`config.mk`:
```
export PLATFORM = sky130hd
export DESIGN_NAME = bicubic_coeff_mul
export DESIGN_NICKNAME = d
export VERILOG_FILES = /design/src/rtl/bicubic_coeff_mul_pkg.sv /design/src/rtl/valid_dly.sv /design/src/rtl/bicubic_coeff_mul.sv
export SDC_FILE = /design/constraint.sdc
export NUM_CORES = 2
export LEC_CHECK = 0
export BUFFER_PORTS_ARGS = -buffer_cell sky130_fd_sc_hd__buf_4
export CAP_MARGIN = 0
export CORE_MARGIN = 3
export CORE_UTILIZATION = 25
export DETAILED_ROUTE_END_ITERATION = 10
export GPL_TIMING_DRIVEN = 0
export PLACE_DENSITY = 0.43
export SETUP_SLACK_MARGIN = 0.2
export SYNTH_ARGS = -nofsm -noshare
export SYNTH_HDL_FRONTEND = slang
export SYNTH_SLANG_ARGS = --single-unit
```
`constraint.sdc`:
```
create_clock -name clk -period 7.3 [get_ports clk]
set_clock_uncertainty 0.1 [all_clocks]
set_input_delay 0.73 -clock clk [delete_from_list [all_inputs] [get_ports clk]]
set_output_delay 0.73 -clock clk [all_outputs]
set_load 0.005 [all_outputs]
```
`src/rtl/bicubic_coeff_mul_pkg.sv`:
```
// Shared constants for the bicubic scaler's per-tap arithmetic.
// DS_LAT must track the pipeline depth of mul_add_2.
package bicubic_coeff_mul_pkg;

    localparam int PIX_W  = 8;
    localparam int PH_W   = 8;
    localparam int A_W    = 40;
    localparam int B_W    = 38;
    localparam int C_W    = 28;
    localparam int D_W    = 18;
    localparam int DS_LAT = 3;

endpackage

```
`src/rtl/valid_dly.sv`:
```
// N-deep valid delay line with synchronous active-low clear.
module valid_dly
    import bicubic_coeff_mul_pkg::*;
#(
    parameter int N = DS_LAT
) (
    input  logic clk,
    input  logic rst_n,
    input  logic d,
    output logic q
);

    logic [N-1:0] sr_q;
    logic [N-1:0] sr_d;

    always_comb begin
        sr_d = (sr_q << 1) | N'(d);
    end

    always_ff @(posedge clk) begin
        if (!rst_n) begin
            sr_q <= '0;
        end else begin
            sr_q <= sr_d;
        end
    end

    assign q = sr_q[N-1];

endmodule

```
`src/rtl/bicubic_coeff_mul.sv`:
```
// Catmull-Rom coefficient and partial-product pipeline feeding mul_add_2.
// Outputs are wrapped two's-complement; the recombiner only uses bits mod 2^33.
module bicubic_coeff_mul #(
    parameter int PIX_W  = bicubic_coeff_mul_pkg::PIX_W,
    parameter int PH_W   = bicubic_coeff_mul_pkg::PH_W,
    parameter int DS_LAT = bicubic_coeff_mul_pkg::DS_LAT
) (
    input  logic                               clk,
    input  logic                               rst_n,
    input  logic                               in_valid,
    input  logic [PIX_W-1:0]                   p0,
    input  logic [PIX_W-1:0]                   p1,
    input  logic [PIX_W-1:0]                   p2,
    input  logic [PIX_W-1:0]                   p3,
    input  logic [PH_W-1:0]                    phase,
    output logic [bicubic_coeff_mul_pkg::A_W-1:0] a,
    output logic [bicubic_coeff_mul_pkg::B_W-1:0] b,
    output logic [bicubic_coeff_mul_pkg::C_W-1:0] c,
    output logic [bicubic_coeff_mul_pkg::D_W-1:0] d,
    output logic                               out_valid,
    output logic                               res_valid
);
    import bicubic_coeff_mul_pkg::*;

    localparam int K3_W = PIX_W + 3;
    localparam int K2_W = PIX_W + 4;
    localparam int K1_W = PIX_W + 1;
    localparam int K0_W = PIX_W + 2;
    localparam int U2_W = 2 * PH_W;
    localparam int U3_W = 3 * PH_W;

    logic [K2_W-1:0] e0, e1, e2, e3, k3_full;

    logic [K3_W-1:0] s1_k3_q,  s1_k3_d;
    logic [K2_W-1:0] s1_k2_q,  s1_k2_d;
    logic [K1_W-1:0] s1_k1_q,  s1_k1_d;
    logic [K0_W-1:0] s1_nk0_q, s1_nk0_d;
    logic [PH_W-1:0] s1_u_q,   s1_u_d;
    logic [U2_W-1:0] s1_u2_q,  s1_u2_d;
    logic            s1_vld_q, s1_vld_d;

    logic [U3_W-1:0] s2_u3_q,  s2_u3_d;
    logic [B_W-1:0]  s2_b_q,   s2_b_d;
    logic [C_W-1:0]  s2_c_q,   s2_c_d;
    logic [K3_W-1:0] s2_k3_q,  s2_k3_d;
    logic [K0_W-1:0] s2_nk0_q, s2_nk0_d;
    logic            s2_vld_q, s2_vld_d;

    logic [A_W-1:0]  a_q, a_d;
    logic [B_W-1:0]  b_q, b_d;
    logic [C_W-1:0]  c_q, c_d;
    logic [D_W-1:0]  d_q, d_d;
    logic            out_vld_q, out_vld_d;

    always_comb begin
        // Coefficients in K2_W bits; every K fits, so truncation is exact.
        e0       = {4'b0, p0};
        e1       = {4'b0, p1};
        e2       = {4'b0, p2};
        e3       = {4'b0, p3};
        k3_full  = e3 - e0 + (e1 << 1) + e1 - (e2 << 1) - e2;
        s1_k3_d  = k3_full[K3_W-1:0];
        s1_k2_d  = (e0 << 1) - (e1 << 2) - e1 + (e2 << 2) - e3;
        s1_k1_d  = {1'b0, p2} - {1'b0, p0};
        s1_nk0_d = '0 - {1'b0, p1, 1'b0};
        s1_u_d   = phase;
        s1_u2_d  = U2_W'(phase) * U2_W'(phase);
        s1_vld_d = in_valid;

        // Signed x unsigned products: sign-extend the coefficient, zero-extend the power.
        s2_u3_d  = U3_W'(s1_u2_q) * U3_W'(s1_u_q);
        s2_b_d   = '0 - ({{(B_W-K2_W){s1_k2_q[K2_W-1]}}, s1_k2_q} * B_W'(s1_u2_q));
        s2_c_d   = {{(C_W-K1_W){s1_k1_q[K1_W-1]}}, s1_k1_q} * C_W'(s1_u_q);
        s2_k3_d  = s1_k3_q;
        s2_nk0_d = s1_nk0_q;
        s2_vld_d = s1_vld_q;

        a_d       = {{(A_W-K3_W){s2_k3_q[K3_W-1]}}, s2_k3_q} * A_W'(s2_u3_q);
        b_d       = s2_b_q;
        c_d       = s2_c_q;
        d_d       = {{(D_W-K0_W){s2_nk0_q[K0_W-1]}}, s2_nk0_q};
        out_vld_d = s2_vld_q;
    end

    always_ff @(posedge clk) begin
        if (!rst_n) begin
            s1_k3_q   <= '0;
            s1_k2_q   <= '0;
            s1_k1_q   <= '0;
            s1_nk0_q  <= '0;
            s1_u_q    <= '0;
            s1_u2_q   <= '0;
            s1_vld_q  <= 1'b0;
            s2_u3_q   <= '0;
            s2_b_q    <= '0;
            s2_c_q    <= '0;
            s2_k3_q   <= '0;
            s2_nk0_q  <= '0;
            s2_vld_q  <= 1'b0;
            a_q       <= '0;
            b_q       <= '0;
            c_q       <= '0;
            d_q       <= '0;
            out_vld_q <= 1'b0;
        end else begin
            s1_k3_q   <= s1_k3_d;
            s1_k2_q   <= s1_k2_d;
            s1_k1_q   <= s1_k1_d;
            s1_nk0_q  <= s1_nk0_d;
            s1_u_q    <= s1_u_d;
            s1_u2_q   <= s1_u2_d;
            s1_vld_q  <= s1_vld_d;
            s2_u3_q   <= s2_u3_d;
            s2_b_q    <= s2_b_d;
            s2_c_q    <= s2_c_d;
            s2_k3_q   <= s2_k3_d;
            s2_nk0_q  <= s2_nk0_d;
            s2_vld_q  <= s2_vld_d;
            a_q       <= a_d;
            b_q       <= b_d;
            c_q       <= c_d;
            d_q       <= d_d;
            out_vld_q <= out_vld_d;
        end
    end

    assign a         = a_q;
    assign b         = b_q;
    assign c         = c_q;
    assign d         = d_q;
    assign out_valid = out_vld_q;

    valid_dly #(.N(DS_LAT)) u_res_dly (
        .clk   (clk),
        .rst_n (rst_n),
        .d     (out_vld_q),
        .q     (res_valid)
    );

endmodule
```
==> flow_metrics.env <==
export IMPL_outcome="finished clean"
export IMPL_syn_area_mm2=0.0332
export IMPL_ys_warn_count=0
export IMPL_synth_flop_cell="dfxtp_1"
export IMPL_slowest_stage="dfxtp_1"
export IMPL_root_buffer="clkbuf_16"
export IMPL_dr_pass1_iters=5
export IMPL_core_area_mm2=0.132
export IMPL_drt_wl_total_um=100000
export IMPL_path_common_cell="fa_1"
export IMPL_drtAntennaViolNets=0
export IMPL_startpoint_type="flip-flop"
export IMPL_antenna_found_initial=11
export IMPL_ctsResizeCount=0
export IMPL_syn_avg_cell_area_um2=8.94
export IMPL_postCtsSetupBuffers=0
export IMPL_grt_pass1_wl_um=157000
export IMPL_die_area_mm2=0.137
export IMPL_layout_commonest_cell="inv_1"
export IMPL_path_buf_inv=5
export IMPL_cts_hold_buf=0
export IMPL_async_reset_ff_share_pct=0
export IMPL_place_gp_congestion=0.849
export IMPL_grt_overflow_total=0
export IMPL_cpLargestDelayFamily="adder cells"
export IMPL_worstSetupPathType="reg2reg"
export IMPL_h_tree_depth=2
export IMPL_dr_wl_met3_um=4100
export IMPL_final_cell_mix="721 x inv_1, 534 x fa_1, 434 x and2_1"
export IMPL_rows=133
export IMPL_crit_path_end_kind="flip-flop"
export IMPL_timing_final_crit_share_pct=92.5
export IMPL_postPlaceCellArea_mm2=0.0366
export IMPL_post_dp_hpwl_um=82300
export IMPL_met1Wirelength_um=44900
export IMPL_path_cells="clkbuf_1, nand2_1, fa_1, inv_1, fa_1, inv_1, fa_1, fa_1, inv_1, fa_1, inv_1, ha_1, ha_1, nand4_1, nor3_1, a21oi_1, o22ai_1, o2111ai_1, a21oi_1, mux2i_1"
export IMPL_clk_latency_ps=590
export IMPL_num_vias=24400
export IMPL_yosys_register_bits=254
export IMPL_clk_path_buf_depth=3
export IMPL_initial_core_util_pct=25.2
export IMPL_ys_seq_area_share_pct=15.3
export IMPL_clock_sinks=254
export IMPL_fmax_ghz=0.148
export IMPL_routed_top_layer="met5"
export IMPL_fp_dieW_um=370
export IMPL_irDropWorstVdd_v=0.000718
export IMPL_cellPowerDensity_mw_per_mm2=431
export IMPL_port_buffers=163
export IMPL_finalPower_mw=16.3
export IMPL_design_area_mm2=0.0379
export IMPL_grt_pass1_vias=26100
export IMPL_hold_viol=0
export IMPL_p_leak_nw=18.1
export IMPL_drive_above_1_share_pct=6.72
export IMPL_synthDistinctLibCells=61
export IMPL_finalCriticalPeriod_ps=6750
export IMPL_max_slew_margin_pct=14.1
export IMPL_tns_ps=0
export IMPL_routed_via_density=4.27
export IMPL_dieHeight_um=370
export IMPL_rsz0062_at_grt="no"
export IMPL_tightest_slew_ps=1290
export IMPL_grt_max_degree=13
export IMPL_wl_met2_um=48900
export IMPL_critPathArrivalTime_ps=7090
export IMPL_drt_drc_violations_left=0
export IMPL_initialDrtViolationCount=972
export IMPL_cap_violations=0
export IMPL_cts_made_buffers=37
export IMPL_finalSetupViolCount=0
export IMPL_syn_to_final_growth_pct=14.3
export IMPL_cts_tree="yes"
export IMPL_cp_max_fo=10
export IMPL_grt_total_usage_pct=15.0
export IMPL_wl_per_cell_um=17.5
export IMPL_synthCells=3709
export IMPL_io_pins=169
export IMPL_max_stage_delay_ps=740
export IMPL_clkTransAtPathRegs_ps=70
export IMPL_nets=4870
export IMPL_synth_edff_count=0
export IMPL_worstPathRequired_ps=7640
export IMPL_final_max_slew_viol_count=0
export IMPL_fillers=14200
export IMPL_min_path_type="reg2reg"
-- area by class of cell --
type	count	area, um2	area share, %
Buffer	182	803	2.12
Tap cell	1755	2200	5.79
Inverter	721	2710	7.14
Multi-Input combinational cell	2557	24600	64.9
Antenna cell	5	12.5	0.0330
Clock buffer	50	1080	2.84
Timing Repair Buffer	163	1220	3.23
Clock inverter	14	216	0.571
Sequential cell	254	5080	13.4
-- state kept, by name, indices dropped and copies added (netlist names) --
signal / flops
s2_nk0_q: 9
s1_k1_q: 9
c_d: 18
d: 9
a: 36
s1_u_q: 8
s1_vld_q: 1
s2_u3_q: 24
s2_k3_q: 11
s1_k3_q: 11
c: 18
u_res_dly.sr_q: 3
s1_nk0_q: 9
s1_k2_q: 12
b: 30
out_valid: 1
b_d: 30
out_vld_d: 1
s1_u2_q: 14
-- synth_stat cells (11+ instances only) --
library cell,count,area share [%]
xor2_1,55,1.5
a31oi_1,14,0.26
a21oi_1,112,1.7
o211ai_1,12,0.27
fa_1,534,32
and3_1,18,0.34
and2_1,434,8.2
inv_1,721,8.2
o21a_1,21,0.48
nor3_1,38,0.57
nor2_1,180,2.0
buf_4,31,0.70
nand2_1,383,4.3
o21ai_1,24,0.36
clkbuf_1,150,1.7
a211oi_1,20,0.45
nand4_1,12,0.23
o21ai_0,41,0.62
a21o_1,42,0.95
nor2b_1,29,0.55
nand3_1,15,0.23
dfxtp_1,254,15
ha_1,377,14
xnor2_1,64,1.7
nand2b_1,30,0.57
or3_1,11,0.21
-- per-stage QoR --
stage,std cells,hold WS (ps),setup WS (ps),util [%]
2_1_floorplan,3714,312,1900,-
3_3_place_gp,5632,317,484,27.8
3_5_place_dp,5632,320,484,27.8
4_1_cts,5696,293,436,28.8
5_1_grt,5698,323,221,28.8
6_report,5701,305,547,28.8
-- path summary, 6_finish.rpt --
path / slack [ps] / start / cells after the start / to
setup / recovery: 550 / s1_k2_q[2] / 20 / b_d[36]
hold / removal: 300 / u_res_dly.sr_q[0] / 1 / u_res_dly.sr_q[1]
setup reg to reg: 550 / s1_k2_q[2] / 20 / b_d[36]
hold reg to reg: 300 / u_res_dly.sr_q[0] / 1 / u_res_dly.sr_q[1]
-- power by group --
part / internal [mW] / switching [mW] / total, mW
clock: 1.21 / 0.745 / 1.95
sequential: 1.78 / 0.210 / 1.99
combinational: 4.94 / 7.46 / 12.4
total: 7.92 / 8.42 / 16.3
-- layer usage --
metal  vias up  global-route usage [%]
li1      11700                       -
met1     12200                    19.4
met2       368                    26.0
met3        96                    2.30
met4        10                    3.36
met5         -                       0
-- kinds of logic after synthesis --
logic type | after synthesis | share of synthesized area (%)
AND/OR/NAND/NOR | 1166 | 17.6
adder cells (fa/ha/maj) | 911 | 46.4
buffers and inverters | 903 | 10.6
AO/OA/AOI/OAI | 343 | 6.57
flip-flops | 254 | 15.3
XOR/XNOR | 119 | 3.14
multiplexers | 11 | 0.339
other | 2 | 0.0226
Power figures use the tool's default switching activity.
